**src/rtl/regfile_sb.sv**
```systemverilog
// Integer register file with a per-register busy scoreboard, write-through
// bypass and a post-reset clearing sequence that zeroes every entry.
module regfile_sb #(
  parameter int XLEN = 32,
  parameter int NREG = 32,
  parameter int AW   = 5
) (
  input  logic            clk,
  input  logic            rst_n,
  input  logic [AW-1:0]   rs1_addr,
  input  logic [AW-1:0]   rs2_addr,
  output logic [XLEN-1:0] rs1_data,
  output logic [XLEN-1:0] rs2_data,
  output logic            rs1_busy,
  output logic            rs2_busy,
  input  logic [AW-1:0]   rd_addr,
  input  logic [XLEN-1:0] w_data,
  input  logic            w_en,
  input  logic            issue_en,
  input  logic [AW-1:0]   issue_addr,
  input  logic            flush,
  output logic            ready,
  output logic [AW:0]     busy_cnt
);

  typedef enum logic {CLEAR, RUN} state_t;

  localparam logic [AW-1:0] LAST_IDX = AW'(NREG - 1);

  state_t            state;
  logic [AW-1:0]     cnt;
  logic [XLEN-1:0]   mem [NREG];
  logic [NREG-1:0]   busy;
  logic [NREG-1:0]   busy_next;

  // Sequencer: walk cnt over every entry once, then run until the next reset.
  // NOTE: state is updated with non-blocking assignments so every flop samples
  // pre-edge values regardless of block ordering.
  always_ff @(posedge clk or negedge rst_n) begin
    if (!rst_n) begin
      state <= CLEAR;
      cnt   <= '0;
      ready <= 1'b0;
    end else begin
      case (state)
        CLEAR: begin
          cnt <= cnt + 1'b1;
          if (cnt == LAST_IDX) begin
            state <= RUN;
            ready <= 1'b1;
          end
        end
        RUN:     ;
        default: state <= CLEAR;
      endcase
    end
  end

  // NOTE: the storage array has no reset; the CLEAR sweep zeroes it instead,
  // which keeps it mappable onto plain RAM without a reset net per bit.
  always_ff @(posedge clk) begin
    if (state == CLEAR) begin
      mem[cnt] <= '0;
    end else if (w_en && (rd_addr != '0)) begin
      mem[rd_addr] <= w_data;
    end
  end

  // Flush wins over everything; within a cycle, issue (set) wins over writeback (clear).
  // NOTE: busy_next is defaulted first so no path through the block leaves it
  // unassigned, which would otherwise infer a latch.
  always_comb begin
    busy_next = busy;
    if (flush) begin
      busy_next = '0;
    end else begin
      if (w_en) begin
        busy_next[rd_addr] = 1'b0;
      end
      if (issue_en && (issue_addr != '0)) begin
        busy_next[issue_addr] = 1'b1;
      end
    end
  end

  function automatic logic [AW:0] popcount(input logic [NREG-1:0] v);
    logic [AW:0] c;
    c = '0;
    for (int i = 0; i < NREG; i++) begin
      c = c + {{AW{1'b0}}, v[i]};
    end
    return c;
  endfunction

  always_ff @(posedge clk or negedge rst_n) begin
    if (!rst_n) begin
      busy     <= '0;
      busy_cnt <= '0;
    end else if (state == RUN) begin
      busy     <= busy_next;
      busy_cnt <= popcount(busy_next);
    end
  end

  // Read side: x0 is hard-wired zero and a same-cycle writeback is forwarded.
  always_comb begin
    rs1_data = '0;
    rs2_data = '0;
    rs1_busy = 1'b0;
    rs2_busy = 1'b0;
    if (ready) begin
      if (rs1_addr != '0) begin
        rs1_data = (w_en && (rd_addr == rs1_addr)) ? w_data : mem[rs1_addr];
        rs1_busy = busy[rs1_addr] & ~(w_en & (rd_addr == rs1_addr));
      end
      if (rs2_addr != '0) begin
        rs2_data = (w_en && (rd_addr == rs2_addr)) ? w_data : mem[rs2_addr];
        rs2_busy = busy[rs2_addr] & ~(w_en & (rd_addr == rs2_addr));
      end
    end
  end

endmodule

```
**config.mk**
```make
export PLATFORM = sky130hd
export DESIGN_NAME = regfile_sb
export DESIGN_NICKNAME = d
export VERILOG_FILES = /design/src/rtl/regfile_sb.sv
export SDC_FILE = /design/constraint.sdc
export NUM_CORES = 1
export LEC_CHECK = 0
export CAP_MARGIN = 20
export CELL_PAD_IN_SITES_DETAIL_PLACEMENT = 1
export CELL_PAD_IN_SITES_GLOBAL_PLACEMENT = 1
export CORE_MARGIN = 2
export CORE_UTILIZATION = 41
export DETAILED_ROUTE_END_ITERATION = 8
export GPL_TIMING_DRIVEN = 0
export PLACE_DENSITY = 0.65
export SLEW_MARGIN = 20
export SYNTH_ARGS = -nofsm -noshare
export SYNTH_HDL_FRONTEND = slang
export SYNTH_SLANG_ARGS = --single-unit
```
**constraint.sdc**
```tcl
create_clock -name clk -period 4.5 [get_ports clk]
set_input_delay 0.9 -clock clk [delete_from_list [all_inputs] [get_ports clk]]
set_output_delay 0.9 -clock clk [all_outputs]
set_load 0.02 [all_outputs]
```
==> flow_summary.toml <==
[worst_setup_path]
timing.rr.end = "busy_cnt[4]$_DFFE_PN0P_"
worstSetupStartpointType = "input pin"
crit_type = "in2reg"
cpPeakStageDelay_ns = 0.56
crit_slowest_cell = "fa_2"
cp_common_cell = "fa_1"
crit_end = "busy_cnt[4]$_DFFE_PN0P_"
r2r_slack_ns = -0.60
worstPathRequired_ns = 5.11
cp_num_cells = 20
startpoint = "rd_addr[3]"
end_kind = "flip-flop"
r2r-start = "busy[25]$_DFFE_PN0P_"
worstPathArrival_ns = 6.15
cpLargestDelayFamily = "adder cells"
crit_fanout = 5
reg2regPathDepth = 18
cp.buffers_inverters = 5
path_cells = "buf_12 > clkbuf_16 > or3b_4 > o21ai_2 > a21o_1 > fa_1 > fa_2 > fa_2 > fa_1 > fa_1 > fa_1 > inv_2 > ha_4 > inv_2 > fa_2 > inv_2 > a21o_1 > a21oi_2 > xnor2_1 > mux2_4"

[timing]
fin_ws_ns = -1.04
slew_headroom = 0.211
period_needed_ns = 5.54
finalHoldViolCount = 0
max_freq_mhz = 181
worst_slew_pin_slew_ns = 1.18
period_share = 1.23
slew_violations = 0
skew_ns = 0.0294
rsz0062_at_grt = "true"
finalSetupViolCount = 11

[hold_path]
hold_path_class = "in2async"

[placement]
numPortBuffers = 122
globalplace.congestion = 0.932
post-place-ws_ns = -2.61
hpwl_um = 152000
place_area_um2 = 57600

[die]
rows = 131
design.core.area_um2 = 127000
ios = 130
die-area_um2 = 131000
start_util = 0.412
die_h_um = 362
fp.dieW_um = 362

[detailed_routing]
ant_nets = 0
drt_drc_violations_left = 0
dr_total_vias = 36500
drt-pass1-iter-count = 5
finalWirelength_um = 222000
vias_per_cell = 6.94
wl_per_cell_um = 42.3
drt_iter0_drc = 5297

[global_routing]
grt_usage = 0.338
grt_pass1_vias = 37600
top_usage_layer = "met2"
met2_usage = 0.522
antenna_found_initial = 11
grt_pass1_wl_um = 303000
grt_overflow_total = 0
met3_usage = 0.0944
grt_start_max_net_pins = 33
use_met1 = 0.429

[yosys]
syn_area_um2 = 52400
syn_nets = 3236
netlist_instances = 3146
ys_ff_latch = 1069
syn_avg_cell_area_um2 = 16.7
async_flop_share = 0.0421
yosysTopAreaCell = "edfxtp_1"
yosysTopAreaCellShare = 0.587
synth-main-ff-cell = "edfxtp_1"
yosysSeqAreaShare = 0.608
yosys-top-cells-area = "edfxtp_1, mux4_2, mux2_2"
ys_warn_count = 0
ys_types = 56
synth-edff-count = 1024

[clock_network]
cts_num_sinks = 1069
hold_buffers = 0
cts_tree = "built"
htreeDepth = 3
cts_made_buffers = 112
cts_root_buf = "clkbuf_16"
cts.clk_slew.worst_paths_ns = 0.06
clock_path_buffers = 3
clk_latency_ns = 0.77

[outcome]
violations = "negative setup slack"
outcome = "finished with violations"

[final_layout]
final_cell_mix = "edfxtp_1, mux4_2, o22ai_1"
utilization = 0.499
final_area_um2 = 63500
syn_to_final_growth_pct = 21.2
final_common_cell = "edfxtp_1"
drive_above_1_share = 0.359
fill_cells = 11800
nets = 3581

[power_and_ir_drop]
powerDensity_nw_per_um2 = 364
finalPower_mw = 23.1
p_leak_nw = 22.5
peakVddDrop_mv = 0.319

[run]
max_cap_violations = 0
-- worst min-delay path by stage --
stage	endpoint	slack, ns
2_1_floorplan	busy[21]$_DFFE_PN0P_	0.47
3_5_place_dp	busy_cnt[0]$_DFFE_PN0P_	0.50
4_1_cts	busy_cnt[2]$_DFFE_PN0P_	0.12
5_1_grt	busy_cnt[3]$_DFFE_PN0P_	0.18
6_report	busy_cnt[5]$_DFFE_PN0P_	0.16
3_3_place_gp	busy_cnt[1]$_DFFE_PN0P_	0.47
-- worst register-to-register path: stages, from the launching register on --
cell	delay, ns
dfrtp_1	0.43
o21ai_1	0.12
a21oi_2	0.21
fa_1	0.45
inv_1	0.10
fa_2	0.45
fa_2	0.58
fa_1	0.44
fa_1	0.51
fa_1	0.44
inv_2	0.08
ha_4	0.13
inv_2	0.04
fa_2	0.35
inv_2	0.07
a21o_1	0.12
a21oi_2	0.06
xnor2_1	0.14
mux2_4	0.27
-- synthesized netlist by cell type, drive strengths merged (12+ instances only) --
library cell / count
a211o: 12
a211oi: 35
a21o: 22
a21oi: 31
a22oi: 62
a31oi: 17
a41oi: 25
and2: 33
buf: 136
clkbuf: 116
dfrtp: 45
edfxtp: 1024
fa: 24
inv: 28
mux2: 154
mux2i: 173
mux4: 389
nand2: 97
nand2b: 40
nand3: 27
nor2: 136
nor2b: 61
nor3: 42
o21ai: 101
o221ai: 23
o22ai: 180
o32a: 31
-- what timing repair did --
item                                    4_1_cts  5_1_grt
cloned                                        3        0
pin swaps                                    53       36
endpoints found under the setup margin       72       24
gates resized for setup                     631       64
setup buffers                                35        9
-- state kept, by name, indices dropped and copies added, names as in the netlist --
register / flops
busy: 32
busy_cnt: 6
cnt: 5
mem: 1024
ready: 1
state: 1
-- power breakdown --
part / total (mW) / internal (mW) / leakage [nW] / switching (mW)
Combinational: 2.70 / 0.935 / 9.51 / 1.76
Sequential: 11.0 / 10.9 / 11.2 / 0.0121
Clock: 9.49 / 5.26 / 1.77 / 4.23
-- cell type report --
class | instances | area [um^2] | area share
antenna | 7 | 17.5 | 0.000276
clock buffer | 136 | 2910 | 0.0459
timing repair buffer | 239 | 3150 | 0.0496
tap | 1662 | 2080 | 0.0327
sequential | 1069 | 31900 | 0.502
multi-input combinational | 1796 | 20300 | 0.320
clock inverter | 76 | 746 | 0.0117
buffer | 244 | 2320 | 0.0366
inverter | 29 | 109 | 0.00171
-- cells by family (layout without fill, tap and decap cells) --
family | Yosys count | count (layout) | synth area share
and+or+nand+nor | 488 | 488 | 0.0463
xor gates and xnor gates | 16 | 16 | 0.00267
DFF | 1069 | 1069 | 0.608
muxes | 716 | 716 | 0.233
other | 0 | 7 | 0
AOI/OAI and AO/OA | 543 | 543 | 0.0697
buffers and inverters | 281 | 724 | 0.0283
adders and majority gates | 33 | 33 | 0.0113
-- per-stage QoR --
step / cells / setup TNS, ns / hold WS (ns)
global route: 5251 / -5.31 / 0.182
floorplan: 3146 / -6.20 / 0.473
CTS: 5239 / -4.69 / 0.124
finish: 5258 / -4.78 / 0.156
detailed placement: 4997 / -406.98 / 0.496
global placement: 4930 / -3292.50 / 0.475
-- per-layer routing --
layer / routed length (um) / vias up
li1: - / 13700
met1: 80300 / 19400
met2: 102000 / 2672
met3: 25900 / 679
met4: 13900 / 8
met5: 260 / -
Note: power is estimated with default switching activity, not from simulation.
